## config.mk

```make
export PLATFORM = sky130hd
export DESIGN_NAME = button_conditioner
export DESIGN_NICKNAME = d
export VERILOG_FILES = /design/src/rtl/stopwatch_pkg.sv /design/src/rtl/button_debounce_channel.sv /design/src/rtl/button_conditioner.sv
export SDC_FILE = /design/constraint.sdc
export NUM_CORES = 1
export LEC_CHECK = 0
export BUFFER_PORTS_ARGS = -buffer_cell sky130_fd_sc_hd__buf_2
export CORE_MARGIN = 3
export CORE_UTILIZATION = 30
export DETAILED_ROUTE_END_ITERATION = 6
export PLACE_DENSITY = 0.55
export SYNTH_ARGS = -nofsm -noshare
export SYNTH_HDL_FRONTEND = slang
export SYNTH_HIERARCHICAL = 1
export SYNTH_SLANG_ARGS = --single-unit
```

## constraint.sdc

```tcl
create_clock -name CLK_50 -period 6.3 [get_ports CLK_50]
set_clock_uncertainty 0.2 [all_clocks]
set_input_delay 0.945 -clock CLK_50 [delete_from_list [all_inputs] [get_ports CLK_50]]
set_output_delay 0.945 -clock CLK_50 [all_outputs]
set_load 0.01 [all_outputs]
```

## src/rtl/stopwatch_pkg.sv

```systemverilog
// Shared constants for the stopwatch front end: default timing for the button
// conditioner and the channel index assigned to each physical button.
package stopwatch_pkg;

    // 10 ms debounce and 2 s long-press at 50 MHz.
    localparam int unsigned DEFAULT_DEBOUNCE_CYCLES = 500_000;
    localparam int unsigned DEFAULT_LONG_CYCLES     = 100_000_000;

    localparam int unsigned BTN_START_STOP = 0;
    localparam int unsigned BTN_HOLD       = 1;
    localparam int unsigned BTN_SPARE      = 2;

endpackage

```

## src/rtl/button_debounce_channel.sv

```systemverilog
// One push-button channel: 2-FF synchroniser, integrating debounce counter,
// debounced level, and registered press / release / long-press pulses.
module button_debounce_channel
    import stopwatch_pkg::*;
#(
    parameter int unsigned DEBOUNCE_CYCLES = DEFAULT_DEBOUNCE_CYCLES,
    parameter int unsigned LONG_CYCLES     = DEFAULT_LONG_CYCLES,
    parameter bit          ACTIVE_LOW      = 1'b1
) (
    input  logic clk,
    input  logic reset,
    input  logic btn_raw,
    output logic btn_level,
    output logic btn_press,
    output logic btn_release,
    output logic btn_long
);

    localparam int unsigned DB_W   = $clog2(DEBOUNCE_CYCLES);
    localparam int unsigned HOLD_W = $clog2(LONG_CYCLES + 1);

    localparam logic              RELEASED = ACTIVE_LOW;
    localparam logic [DB_W-1:0]   DB_LAST  = DB_W'(DEBOUNCE_CYCLES - 1);
    localparam logic [HOLD_W-1:0] HOLD_MAX = HOLD_W'(LONG_CYCLES);
    localparam logic [HOLD_W-1:0] HOLD_PRE = HOLD_W'(LONG_CYCLES - 1);

    logic              sync1_q, sync2_q;
    logic [DB_W-1:0]   db_q, db_d;
    logic [HOLD_W-1:0] hold_q, hold_d;
    logic              level_q, level_d;
    logic              press_q, press_d;
    logic              release_q, release_d;
    logic              long_q, long_d;

    logic sampled;
    logic differ;
    logic accept;

    assign sampled = sync2_q ^ ACTIVE_LOW;
    assign differ  = (sampled != level_q);
    assign accept  = differ && (db_q == DB_LAST);

    // Any sample matching the current level restarts the integration.
    always_comb begin
        db_d    = db_q;
        level_d = level_q;
        if (!differ) begin
            db_d = '0;
        end else if (accept) begin
            db_d    = '0;
            level_d = sampled;
        end else begin
            db_d = db_q + DB_W'(1);
        end
    end

    always_comb begin
        press_d   = accept && sampled;
        release_d = accept && !sampled;
    end

    // Long-press is suppressed on the release edge so it never coincides with btn_release.
    always_comb begin
        hold_d = hold_q;
        long_d = 1'b0;
        if (!level_q || release_d) begin
            hold_d = '0;
        end else if (hold_q != HOLD_MAX) begin
            hold_d = hold_q + HOLD_W'(1);
            long_d = (hold_q == HOLD_PRE);
        end
    end

    always_ff @(posedge clk) begin
        if (reset) begin
            sync1_q   <= RELEASED;
            sync2_q   <= RELEASED;
            db_q      <= '0;
            hold_q    <= '0;
            level_q   <= 1'b0;
            press_q   <= 1'b0;
            release_q <= 1'b0;
            long_q    <= 1'b0;
        end else begin
            sync1_q   <= btn_raw;
            sync2_q   <= sync1_q;
            db_q      <= db_d;
            hold_q    <= hold_d;
            level_q   <= level_d;
            press_q   <= press_d;
            release_q <= release_d;
            long_q    <= long_d;
        end
    end

    assign btn_level   = level_q;
    assign btn_press   = press_q;
    assign btn_release = release_q;
    assign btn_long    = long_q;

endmodule

```

## src/rtl/button_conditioner.sv

```systemverilog
// Conditions NUM_BTN raw push-button pads into clean debounced levels and
// single-cycle press / release / long-press events, one channel per button.
module button_conditioner
    import stopwatch_pkg::*;
#(
    parameter int unsigned NUM_BTN         = 3,
    parameter int unsigned DEBOUNCE_CYCLES = DEFAULT_DEBOUNCE_CYCLES,
    parameter int unsigned LONG_CYCLES     = DEFAULT_LONG_CYCLES,
    parameter bit          ACTIVE_LOW      = 1'b1
) (
    input  logic               CLK_50,
    input  logic               reset,
    input  logic [NUM_BTN-1:0] btn_raw,
    output logic [NUM_BTN-1:0] btn_level,
    output logic [NUM_BTN-1:0] btn_press,
    output logic [NUM_BTN-1:0] btn_release,
    output logic [NUM_BTN-1:0] btn_long
);

    for (genvar i = 0; i < NUM_BTN; i++) begin : g_chan
        button_debounce_channel #(
            .DEBOUNCE_CYCLES (DEBOUNCE_CYCLES),
            .LONG_CYCLES     (LONG_CYCLES),
            .ACTIVE_LOW      (ACTIVE_LOW)
        ) u_chan (
            .clk         (CLK_50),
            .reset       (reset),
            .btn_raw     (btn_raw[i]),
            .btn_level   (btn_level[i]),
            .btn_press   (btn_press[i]),
            .btn_release (btn_release[i]),
            .btn_long    (btn_long[i])
        );
    end

endmodule

```

==> impl.org, run 1 <==
** Outcome
- Status :: completed

** Worst setup path
- Measured in cells, the most critical reg-to-reg path has a length of 5.
- In this run the critical register-to-register path is launched from g_chan[1].u_chan/db_q[0]$_SDFF_PP0_.
- The critical path is of the flop to flop type.
- Cell mode on critical path :: and3_1
- Critical Path Slowest Stage Cell :: a311o_1
- STA puts the critical path data required time at 6350 ps.
- STA classifies the critical path startpoint as a flop.
- Cells traversed along the worst timing path :: ha_1 > and3_1 > and3_1 > a311o_1 > nor4_1
- Arrival time of the worst setup path :: 2680 ps
- STA classifies the critical path endpoint as a flop.
- In this run the worst setup path begins at g_chan[1].u_chan/db_q[0]$_SDFF_PP0_.
- Critical Path Fanout Max :: 28
- Maximum single-stage delay on the critical path :: 970 ps

** GRT
- For this run, the total global-route usage over all layers was measured as 0.112.
- First-pass GRT wire length :: 24700 um
- Number of global-route vias before repair :: 5315
- Antenna violations before repair :: 0
- The total overflow left after global routing is 0.
- Entering global routing, the biggest net connects 29 pins.

** Hold path
- Counting instances, the worst hold path has a depth of 1.
- Type of the tightest min-delay check :: flop to flop
- Worst Hold Launch :: g_chan[1].u_chan/sync1_q$_SDFF_PP1_

** Finish
- The repair_antennas step left the layout with diodes totalling 0.
- Of the cells placed in the final design, the portion with a size suffix greater than 1 is 0.0832.
- At the end of the flow, the number of nets in the layout was 830.
- From synthesis to final layout, the design area changed by 14.0%.
- The finished layout holds 1142 standard cells, fillers aside.

** STA
- Worst Hold Slack :: 207 ps
- Setup repair after global routing left no endpoint under its margin.
- Dividing the final minimum period by the clock period gives 0.419.
- Setup total negative slack :: 0 ps
- The number of max-slew violations in the final report came to 0.
- Headroom to the max-slew limit came out at 0.228.
- Final Hold Violating Endpoints :: 0
- Time the final worst path needs with I/O delays and setup :: 2640 ps
- Final Setup Violations :: 0
- Slew at the pin with the worst max-slew slack :: 1160 ps
- Static timing analysis puts the maximum clock frequency at 0.379 GHz.

** Placement
- After detailed placement, the design holds a cell count of 1110.
- Port buffering added 16 buffers.
- Final HPWL from detailed placement :: 9320 um
- Routability-driven placement finished with a final weighted congestion of 0.719.

** Synth
- In the synthesized netlist the async set-or-reset flop fraction comes to 0.
- Of the post-synthesis cell area, the dominant cell type holds 0.436.
- The average instance in the mapped netlist occupies 8.81 um2.
- The Yosys step of the flow raised 6 warnings.
- Most frequent cell after synthesis :: dfxtp_1
- Synthesized netlist cell count :: 813
- In the synthesized netlist the dominant register cell turns out to be dfxtp_1.
- After synthesis, the most frequently instantiated cells are dfxtp_1 (156), nor2_1 (84), a21oi_1 (60).
- Synth Cell Area :: 7160 um2
- Mapped Nets :: 827
- The synthesized netlist contains 35 unique library cells.
- Sequential element share of the synthesized area :: 0.436
- Count of flip-flops with a built-in enable after synthesis :: 0
- After synthesis the netlist holds a flip-flop and latch count of 156.
- Of all cell types, the one taking the most synthesized area is dfxtp_1.
- Sorting the synthesized cells by area gives the leading types as dfxtp_1 (44%), xor2_1 (5.1%), nor2_1 (4.4%).

** Power
- Across the VDD grid, the largest voltage drop is 0.126 mV.
- Leak :: 2.34 nW
- Dividing total power by cell area gives a power density of 268 nW/um2.

** Detailed routing
- The detailed router used layers up to and including met4.
- In the detailed route, the total length drawn on met2 is 6390 um.
- Before antenna repair, the detailed router went through 6 iterations.
- In the detailed route, the total length drawn on met3 is 295 um.
- Wire length the detailed router placed on met1 :: 7190 um
- Detailed router's first-iteration violation count :: 342
- Per-cell routed wire length :: 12.3 um
- Via-per-instance ratio :: 4.98
- Once detail routing completed, the nets flagged for antenna violations numbered 0.
- DRC violation count after routing :: 0
- Final WL :: 14100 um
- Via count :: 5683

** Clocking
- The clock tree synthesis step divided the H-tree into 4 levels.
- Buffers inserted during clock tree synthesis total 17.
- Post-CTS setup buffers :: 0
- Master cell of the clock root buffer :: clkbuf_16
- TritonCTS built the clock tree.
- Buffers inserted to repair hold after CTS numbered 0.
- # resized after CTS :: 0
- Clock tree synthesis found a total of 156 sinks.
- Clock-pin slew was measured on the worst setup and hold paths at 60 ps.
- Clock latency on the worst-skew pair :: 420 ps
- Longest Clk Path Bufs :: 2

** Job
- Max-cap violations in this run came to 0.

** Floorplanning
- Area of the core :: 23100 um2
- The floorplan has 55 rows.
- Die area :: 25800 um2
- Vertical extent of the die :: 161 um
- I/O pin count :: 17
- Width of the die :: 161 um
- Effective utilization at floorplan :: 0.311
## area by class of cell
cell class	instances	area (um2)
Multi-Input combinational cell	597	3770
Clock inverter	10	208
Fill cell	2357	14900
Timing Repair Buffer	17	87.6
Inverter	27	101
Sequential cell	156	3120
Clock buffer	22	484
Tap cell	313	392
## cells in the final DEF, fill, tap and decap left out, types with 4 or more instances in the layout
| master | netlist | layout |
|---|---|---|
| a21oi_1 | 60 | 60 |
| nor4b_1 | 12 | 12 |
| o31ai_1 | 24 | 24 |
| clkbuf_8 | 0 | 4 |
| or4_4 | 6 | 6 |
| o21ai_0 | 33 | 33 |
| nor2_1 | 84 | 84 |
| bufinv_16 | 0 | 6 |
| xnor2_1 | 36 | 36 |
| or3_1 | 36 | 36 |
| inv_1 | 27 | 27 |
| nor3_1 | 15 | 15 |
| and4_1 | 15 | 15 |
| or2_2 | 6 | 6 |
| and3_1 | 12 | 12 |
| and2_1 | 6 | 6 |
| ha_1 | 9 | 9 |
| buf_2 | 18 | 16 |
| xor2_1 | 42 | 42 |
| nand4_1 | 36 | 36 |
| dfxtp_1 | 156 | 156 |
| nor4_1 | 18 | 18 |
| nand3_1 | 42 | 42 |
| clkbuf_16 | 0 | 17 |
| nand2_1 | 45 | 45 |
| or4_1 | 27 | 27 |
| nor4bb_1 | 6 | 6 |
## through the flow
step / util / setup slack [ps] / total power [mW] / area (um2)
finish: 0.354 / 3660 / 2.19 / 8160
global route: 0.354 / 3380 / 2.26 / 8160
CTS: 0.354 / 3590 / 2.22 / 8160
detailed placement: 0.324 / 3470 / 1.02 / 7470
global placement: 0.324 / 3500 / 1.02 / 7470
floorplan: - / 4240 / 1.02 / 7160
## sequential cells by signal, indices dropped and copies added, names as in the netlist
name	count
g_chan.u_chan/hold_q	81
g_chan.u_chan/btn_release	3
g_chan.u_chan/btn_level	3
g_chan.u_chan/db_q	57
g_chan.u_chan/btn_press	3
g_chan.u_chan/sync1_q	3
g_chan.u_chan/sync2_q	3
g_chan.u_chan/btn_long	3
## layer usage
layer / GRT usage / vias to the layer above
met5: 0 / -
met4: 0.0462 / 0
met3: 0.0209 / 16
met2: 0.179 / 40
met1: 0.150 / 2657
li1: - / 2970
## where the power goes
group	internal, mW	switching [mW]	leakage (nW)
combinational	0.00328	0.00636	0.744
clock	0.787	0.399	0.341
sequential	0.989	0.00171	1.26
## kinds of logic (layout without fill, tap and decap cells)
logic type	count (synthesis)	count (layout)	share of synthesized area
xor+xnor	78	78	0.0954
simple gates	384	384	0.313
buf+inv	60	76	0.0377
compound gates	126	126	0.102
fa+ha+maj	9	9	0.0157
flops	156	156	0.436
## critical path: cells and delay by family (launching register included)
family	cells	cell delay, ps
adder cells (fa/ha/maj)	1	210
flip-flops	1	370
AO/OA/AOI/OAI	1	970
AND/OR/NAND/NOR	3	710
## path summary, 6_finish.rpt
check | end | slack, ps
min reg2reg | g_chan[1].u_chan/sync2_q$_SDFF_PP1_ | 210
min | g_chan[1].u_chan/sync2_q$_SDFF_PP1_ | 210
max reg2reg | g_chan[1].u_chan/btn_long$_SDFF_PP0_ | 3660
max | g_chan[1].u_chan/btn_long$_SDFF_PP0_ | 3660
Note: power is estimated with default switching activity, not from simulation.
==> inputs of run 2 (changes only) <==
Settings changed: ABC_AREA from default to 1.
Clock period 6.3 ns to 2.45 ns, I/O delays scaled along.
==> run 2 against run 1 <==
Effect of this change:
- power is 130% higher
- global-route usage rose by 0.96 points
- routed wire length is 21% higher
- sequential cell count unchanged
- largest power group is now registers
- worst setup slack worse by 3200 ps
- cell count is 43% higher
- core utilization down 0.87 points
- hold slack got worse by 100 ps
- register-to-register slack lost 3200 ps
==> impl.org, run 2 <==
** Power
- Total power divided by cell area :: 545 nW/um2 (was 268 nW/um2)
- Post-layout power :: 5.09 mW (was 2.19 mW)
- The maximum resistive drop on vdd was 0.410 mV (was 0.126 mV).
- Gate power share :: 0.007 (was 0.004)
- Switching Fraction :: 0.217 (was 0.186)
- Part of the total power dissipated in the clock network :: 0.493 (was 0.542)
- Net switching component of the power :: 1.11 mW (was 0.407 mW)
- Int Pwr :: 3.99 mW (was 1.78 mW)
- Portion of total power attributed to sequential cells :: 0.500 (was 0.453)
- Leak :: 3.20 nW (was 2.34 nW)

** GRT
- Routing usage on met2 :: 0.203 (was 0.179)
- The residual overflow from global routing is 0 (unchanged).
- The first-pass GRT wire length is 30100 um (was 24700 um).
- Met3 track demand over resource in global routing :: 0.0224 (was 0.0209)
- GRT Total Usage :: 0.122 (was 0.112)
- The largest net degree at the start of global routing was 30 (was 29).
- The most congested layer reported by global routing is met2 (unchanged).
- Antenna violations before repair :: 0 (unchanged)
- Met1 usage in global routing :: 0.159 (was 0.150)
- Number of global-route vias before repair :: 6792 (was 5315)

** Synth
- The number of instances in the synthesized netlist was 1254 (was 813).
- The count of flip-flops with a built-in enable after synthesis is 0 (unchanged).
- The number of library cell types mapped by synthesis was 24 (was 35).
- Leading cell types by total area after synthesis :: dfxtp_1 (38%), nand2_1 (15%), nor2_1 (15%) (was dfxtp_1 (44%), xor2_1 (5.1%), nor2_1 (4.4%))
- Syn_area_per_cell :: 6.61 um2 (was 8.81 um2)
- Mapped Nets :: 1268 (was 827)
- Synth Cell Area :: 8290 um2 (was 7160 um2)
- The most repeated cell in the gate-level netlist after synthesis is nand2_1 (was dfxtp_1).
- The area share of the largest cell type after synthesis was 0.377 (was 0.436).
- Async set-or-reset flop fraction in the synthesized netlist :: 0 (unchanged)
- The proportion of synthesized chip area in sequential cells is 0.377 (was 0.436).
- Commonest cells in the synthesized netlist :: nand2_1 (336), nor2_1 (321), dfxtp_1 (156) (was dfxtp_1 (156), nor2_1 (84), a21oi_1 (60))
- The count of synthesis-stage warnings from yosys came to 6 (unchanged).
- The post-synthesis sequential element count came to 156 (unchanged).
- The leading area contributor after synthesis was dfxtp_1 (unchanged).
- The most frequently used flop master after synthesis is dfxtp_1 (unchanged).

** Floorplanning
- Width of the die :: 172 um (was 161 um)
- Die area :: 29700 um2 (was 25800 um2)
- The floorplan core area was 27000 um2 (was 23100 um2).
- The top-level port count was 17 (unchanged).
- The height of the die came to 172 um (was 161 um).
- The number of core rows was 60 (was 55).
- The initial core utilization is 0.307 (was 0.311).

** Clocking
- The maximum number of buffers from clock root to sink is 2 (unchanged).
- Post-CTS setup buffers :: 0 (unchanged)
- CTS H-tree lvls :: 4 (unchanged)
- Master cell of the clock root buffer :: clkbuf_16 (unchanged)
- Clock tree sinks :: 156 (unchanged)
- The clock edge transition at the registers on the reported setup and hold paths came to 60 ps (about the same).
- Total of hold buffers inserted after clock tree synthesis :: 3 (was 0)
- Clock latency on the worst-skew pair :: 430 ps (was 420 ps)
- The total CTS buffers came to 17 (unchanged).
- The TritonCTS clock tree was built (unchanged).
- The number of cells upsized or downsized after cts came to 0 (unchanged).

** Worst setup path
- The startpoint-to-endpoint class of the critical path is flop to flop (unchanged).
- Arrival time of the worst setup path :: 2110 ps (was 2680 ps)
- The startpoint type of the worst setup path was a flop (unchanged).
- The highest fanout seen on the critical path came to 17 (was 28).
- The slowest cell on the critical path is dfxtp_1 (was a311o_1).
- The worst reg-to-reg path cell count came to 9 (was 5).
- The critical path endpoint category is a flop (unchanged).
- Cells traversed along the worst timing path: ha_1 > inv_2 > nor2_8 > nand3_2 > nor2_2 > nand3_2 > nand3_2 > buf_12 > nor2_1 (was ha_1 > and3_1 > and3_1 > a311o_1 > nor4_1).
- Required time reported for the critical path endpoint :: 2570 ps (was 6350 ps)
- The stage delay of the slowest cell on the critical path was 350 ps (was 970 ps).
- The most repeated library cell on the critical path is nand3_2 (was and3_1).

** Detailed routing
- The routed length per placed instance is 10.4 um (was 12.3 um).
- Detailed Routing Iterations Pass 1 :: 5 (was 6)
- The vias after detailed routing is 7145 (was 5683).
- Antenna Violating Nets Remaining :: 0 (unchanged)
- The final routed wirelength across all metal layers was 17000 um (was 14100 um).
- DRC violation count after routing :: 0 (unchanged)
- Via-per-instance ratio :: 4.36 (was 4.98)
- The DRC marker count from the first detailed-route iteration is 388 (was 342).

** Finish
- Share of post-route cells with drive strength above 1 :: 0.0709 (was 0.0832)
- The synthesis-to-layout area growth was 12.6% (was 14.0%).
- Ant. Diodes :: 0 (unchanged)
- The register containing the most flip-flops in the final layout is g_chan.u_chan/hold_q (unchanged).
- Top library cells by usage in the layout, fill and taps aside :: nand2_1 (336), nor2_1 (321), dfxtp_1 (156) (was dfxtp_1 (156), nor2_1 (84), a21oi_1 (60))
- The most frequent standard cell in the layout excluding fill and tap cells was nand2_1 (was dfxtp_1).
- Regs by FF count: g_chan.u_chan/hold_q (81), g_chan.u_chan/db_q (57) (unchanged).
- The post-route cell area is 9340 um2 (was 8160 um2).
- Max FFs per register :: 81 (unchanged)
- The number of nets in the layout is 1298 (was 830).

** STA
- Final Setup Violations :: 0 (unchanged)
- The number of hold violations in the final report was 0 (unchanged).
- The final setup TNS came to 0 ps (unchanged).
- The actual slew at the worst max-slew pin was 420 ps (was 1160 ps).
- Final Max Tran Viols :: 0 (unchanged)
- The highest attainable clock frequency was 0.501 GHz (was 0.379 GHz).
- The normalized max-slew margin is 0.719 (was 0.228).
- The final hold slack came to 102 ps (was 207 ps).
- The final critical-path required period was 2000 ps (was 2640 ps).
- The final clock period utilization by the worst path is 0.815 (was 0.419).
- RSZ-0062 raised after global routing: false (unchanged).

** Placement
- Final HPWL from detailed placement :: 12600 um (was 9320 um)
- The number of buffers inserted by port buffering came to 16 (unchanged).
- The post-detailed-placement cell area was 8750 um2 (was 7470 um2).
- The global placement routability congestion is 0.842 (was 0.719).

** Hold path
- Type of the tightest min-delay check :: primary input to flop (was flop to flop)
- The cell depth of the worst min-delay path is 2 (was 1).

** Outcome
- Status: completed (unchanged).

** Job
- Reported max-cap violation count :: 0 (unchanged)
## run 2: cell count changes in the layout (fill, tap and decap cells not counted), sizes merged, moves of 21 or more
cell    previous run  this run
o31ai             24         0
inv               28       157
nand3             45        72
a21oi             60        21
nand4             39        18
nor2              84       330
nand3b             0        27
or3               36         0
o21ai             33         6
or4               33         0
nand2             45       342
## run 2: worst paths after layout
| path | from | slack [ps] | end |
|---|---|---|---|
| worst max-delay path | g_chan[2].u_chan/db_q[0]$_SDFF_PP0_ | 450 | g_chan[2].u_chan/hold_q[23]$_SDFFE_PP0P_ |
| worst min-delay path | reset | 100 | g_chan[2].u_chan/btn_release$_SDFF_PP0_ |
| worst max register to register | g_chan[2].u_chan/db_q[0]$_SDFF_PP0_ | 450 | g_chan[2].u_chan/hold_q[23]$_SDFFE_PP0P_ |
| worst min register to register | g_chan[2].u_chan/sync1_q$_SDFF_PP1_ | 200 | g_chan[2].u_chan/sync2_q$_SDFF_PP1_ |
## run 2: cell families (layout without fill, tap and decap cells)
group | count (synthesis) | after routing | share of synthesized area
DFF | 156 | 156 | 0.377
xor gates and xnor gates | 75 | 75 | 0.0792
buffers and inverters | 165 | 208 | 0.0833
AOI/OAI and AO/OA | 42 | 42 | 0.0299
and+or+nand+nor | 807 | 807 | 0.417
adders and majority gates | 9 | 9 | 0.0136
## run 2: final cells by class
cell class | instances | area [um2]
Clock buffer | 20 | 447
Clock inverter | 12 | 110
Fill cell | 2986 | 17700
Inverter | 153 | 574
Multi-Input combinational cell | 933 | 4480
Sequential cell | 156 | 3120
Tap cell | 341 | 427
Timing Repair Buffer | 23 | 178
## run 2: per-stage QoR
step            util  setup slack [ps]  instances
2_1_floorplan      -               698       1254
3_3_place_gp   0.324               490       1603
3_5_place_dp   0.324               435       1603
4_1_cts        0.345               423       1638
5_1_grt        0.345               258       1638
6_report       0.345               453       1638
## run 2: critical path, delay by kind of cell, from the launching register on
| kind | cells | cell delay [ps] |
|---|---|---|
| buf+inv | 2 | 280 |
| flops | 1 | 350 |
| fa+ha+maj | 1 | 250 |
| simple gates | 6 | 810 |
## run 2: power groups by stage
stage	registers [mW]	logic (mW)	clock network [mW]
floorplan	2.60	0.0205	0
global placement	2.60	0.0317	0
detailed placement	2.60	0.0321	0
CTS	2.54	0.0357	2.62
global route	2.54	0.0401	2.72
finish	2.55	0.0347	2.51
## run 2: layer usage
metal,vias to the layer above,wire [um]
li1,3898,-
met1,3175,8760
met2,55,7630
met3,17,365
met4,0,252
met5,-,0
==> inputs of run 3 (changes only) <==
Settings changed: PLACE_DENSITY 0.55 to 0.57.
Clock period 2.45 ns to 1.6 ns, I/O delays scaled along.
==> run 3 against run 2 <==
Effect of this change:
- the run now ends with negative setup slack left
- sequential power up 52%
- first-iteration DRC count is 1.8% higher
- via count grew 10%
- register-to-register slack lost 480 ps
- core utilization increased by 6.8 points
- routed wire length rose by 15%
- critical path depth stayed put
- design area up 20%
- worst setup slack lost 480 ps
- hold slack better by 110 ps
- global-route usage rose by 0.57 points
- critical endpoint is now g_chan[0].u_chan/hold_q[19]$_SDFFE_PP0P_
- highest routed layer unchanged
==> impl.org, run 3 (synthesis gave the netlist of run 2 again) <==
** Floorplanning
- I/O pin count :: 17 (unchanged)
- Vertical extent of the die :: 172 um (unchanged)
- The die width came to 172 um (unchanged).
- Die area :: 29700 um2 (unchanged)
- The number of core rows was 60 (unchanged).
- The floorplan core area came to 27000 um2 (unchanged).
- Effective utilization at floorplan :: 0.307 (unchanged)

** Worst setup path
- The startpoint type of the worst setup path is a flop (unchanged).
- Required time reported for the critical path endpoint :: 1720 ps (was 2570 ps)
- Critical Path Slowest Stage Cell :: dfxtp_2 (was dfxtp_1)
- Crit path launch :: g_chan[0].u_chan/db_q[1]$_SDFF_PP0_ (was g_chan[2].u_chan/db_q[0]$_SDFF_PP0_)
- The stage delay of the slowest cell on the critical path is 350 ps (about the same).
- The critical path data arrival time was 1740 ps (was 2110 ps).
- Kind of cell with the highest combined delay on the critical path :: simple AND/OR/NAND/NOR gates (unchanged)
- The highest fanout seen on the critical path is 7 (was 17).
- Kind of critical path :: flop to flop (unchanged)
- Critical R2R Launch :: g_chan[0].u_chan/db_q[1]$_SDFF_PP0_ (was g_chan[2].u_chan/db_q[0]$_SDFF_PP0_)
- Endpoint class of the critical path :: flop (unchanged)
- Cells traversed along the worst timing path: ha_4 > inv_4 > nor2_8 > nand3_4 > nor2_4 > nand3_2 > nand3_4 > clkbuf_16 > nor2_1 (was ha_1 > inv_2 > nor2_8 > nand3_2 > nor2_2 > nand3_2 > nand3_2 > buf_12 > nor2_1).
- The number of buffer and inverter stages on the critical path came to 2 (unchanged).
- The most repeated library cell on the critical path is nand3_4 (was nand3_2).

** Finish
- Share of post-route cells with drive strength above 1 :: 0.267 (was 0.0709)
- The register containing the most flip-flops in the final layout was g_chan.u_chan/hold_q (unchanged).
- The flip-flop count of the largest register, all copies and words added is 81 (unchanged).
- The number of inserted diodes came to 0 (unchanged).
- Final instance area :: 11200 um2 (was 9340 um2)
- Top library cells by usage in the layout, fill and taps aside: nand2_1 (327), nor2_1 (239), inv_1 (139) (was nand2_1 (336), nor2_1 (321), dfxtp_1 (156)).
- Fin nets :: 1419 (was 1298)
- The most frequent standard cell in the layout excluding fill and tap cells was nand2_1 (unchanged).
- Synth-to-layout area growth :: 34.8% (was 12.6%)
- Regs by FF count :: g_chan.u_chan/hold_q (81), g_chan.u_chan/db_q (57) (unchanged)

** Clocking
- The maximum number of buffers from clock root to sink came to 2 (unchanged).
- The count of H-tree levels built during CTS is 4 (unchanged).
- The TritonCTS clock tree is built (unchanged).
- The clock edge transition at the registers on the reported setup and hold paths came to 70 ps (was 60 ps).
- Clock buffers created by TritonCTS :: 17 (unchanged)
- The CTS root buffer is clkbuf_16 (unchanged).
- The number of clock sinks seen by CTS is 156 (unchanged).
- The clock latency on the worst-skew pair came to 430 ps (about the same).

** Detailed routing
- The routed length per placed instance came to 11.2 um (was 10.4 um).
- The remaining antenna violation count was 0 (unchanged).
- Via-per-instance ratio :: 4.47 (was 4.36)
- The iteration count of the initial detailed-routing pass is 5 (unchanged).
- Detailed router's first-iteration violation count :: 395 (was 388)
- The vias after detailed routing came to 7858 (was 7145).
- DRC violation count after routing :: 0 (unchanged)
- The final routed wirelength across all metal layers was 19600 um (was 17000 um).

** STA
- Slew at the pin with the worst max-slew slack :: 317 ps (was 420 ps)
- RSZ-0062 raised after global routing: true (was false).
- The number of endpoints failing setup at the final stage was 18 (was 0).
- Final Max Tran Viols :: 0 (unchanged)
- The number of hold violations in the final report came to 0 (unchanged).
- The final hold slack came to 211 ps (was 102 ps).
- The highest attainable clock frequency came to 0.616 GHz (was 0.501 GHz).
- The final critical-path required period came to 1620 ps (was 2000 ps).
- Fraction of the cycle the final worst path needs :: 1.01 (was 0.815)
- The normalized max-slew margin came to 0.787 (was 0.719).
- The post-layout worst setup margin came to -22.3 ps (was 453 ps).

** Power
- Leak :: 3.98 nW (was 3.20 nW)
- The maximum resistive drop on vdd was 0.740 mV (was 0.410 mV).
- The power density relative to cell area is 756 nW/um2 (was 545 nW/um2).

** Job
- The max-capacitance violation count is 0 (unchanged).

** GRT
- The initial antenna violation count came to 0 (unchanged).
- The first-pass GRT wire length is 31400 um (was 30100 um).
- Met3 track demand over resource in global routing :: 0.0245 (was 0.0224)
- GRT Total Usage :: 0.128 (was 0.122)
- The global routing met1 resource utilization came to 0.168 (was 0.159).
- Largest net degree at the start of global routing :: 30 (unchanged)
- Number of global-route vias before repair :: 7077 (was 6792)
- The most congested layer reported by global routing is met2 (unchanged).
- Routing usage on met2 :: 0.212 (was 0.203)
- The residual overflow from global routing came to 0 (unchanged).

** Outcome
- Violated checks :: negative setup slack
- Status :: finished with violations (was completed)

** Hold path
- The launch point of the worst hold path was g_chan[2].u_chan/sync1_q$_SDFF_PP1_ (was reset).
- The type of the tightest min-delay check is flop to flop (was primary input to flop).

** Placement
- The post-detailed-placement cell area came to 9560 um2 (was 8750 um2).
- The placed wire-length estimate is 13600 um (was 12600 um).
- The number of buffers inserted by port buffering was 16 (unchanged).
- The global placement routability congestion came to 0.853 (was 0.842).
==> run 3: report_power, final <==
part	total (mW)	internal, mW	switching [mW]
clock network	4.48	2.68	1.80
logic	0.0834	0.0391	0.0444
registers	3.88	3.88	0.00708
==> run 3: layer usage <==
metal,wire (um),part of all wire
met1,9720,0.49
met2,9180,0.47
met3,392,0.020
met4,343,0.017
met5,0,0
==> run 3: layout make-up <==
class / count / area (um2)
repair buffers: 144 / 1250
clock inverters: 15 / 226
flip-flops and latches: 156 / 3190
well taps: 341 / 427
multi-input cells: 933 / 5070
clock buffers: 17 / 425
fillers: 2763 / 15800
inverters: 153 / 589
==> run 3: metrics by stage <==
| step | power [mW] | setup TNS, ps | instances | setup slack, ps | utilization |
|---|---|---|---|---|---|
| 2_1_floorplan | 4.02 | -0.802 | 1254 | -0.802 | - |
| 3_3_place_gp | 4.04 | -51.2 | 1695 | -27.7 | 0.354 |
| 3_5_place_dp | 4.05 | -416 | 1695 | -68.3 | 0.354 |
| 4_1_cts | 8.57 | -61.1 | 1734 | -25.7 | 0.382 |
| 5_1_grt | 8.75 | -7170 | 1759 | -109 | 0.414 |
| 6_report | 8.45 | -174 | 1759 | -22.3 | 0.414 |
==> run 3: worst register-to-register path, stage by stage, from the launching register on <==
cell	delay [ps]
dfxtp_2	350
ha_4	150
inv_4	40
nor2_8	90
nand3_4	80
nor2_4	110
nand3_2	110
nand3_4	150
clkbuf_16	190
nor2_1	40
==> run 3: path summary, 6_finish.rpt <==
check / end / slack, ps / cells after the start
setup / recovery: g_chan[0].u_chan/hold_q[19]$_SDFFE_PP0P_ / -20 / 9
hold / removal: g_chan[2].u_chan/sync2_q$_SDFF_PP1_ / 210 / 1
setup reg to reg: g_chan[0].u_chan/hold_q[19]$_SDFFE_PP0P_ / -20 / 9
hold reg to reg: g_chan[2].u_chan/sync2_q$_SDFF_PP1_ / 210 / 1
==> run 3: timing repair <==
item                                    4_1_cts  5_1_grt
pin swaps                                     7       42
endpoints found under the hold margin         4        0
hold buffers                                  4        0
endpoints found under the setup margin       48      135
setup buffers                                 3       17
cloned                                        0        8
gates resized for setup                      15      186
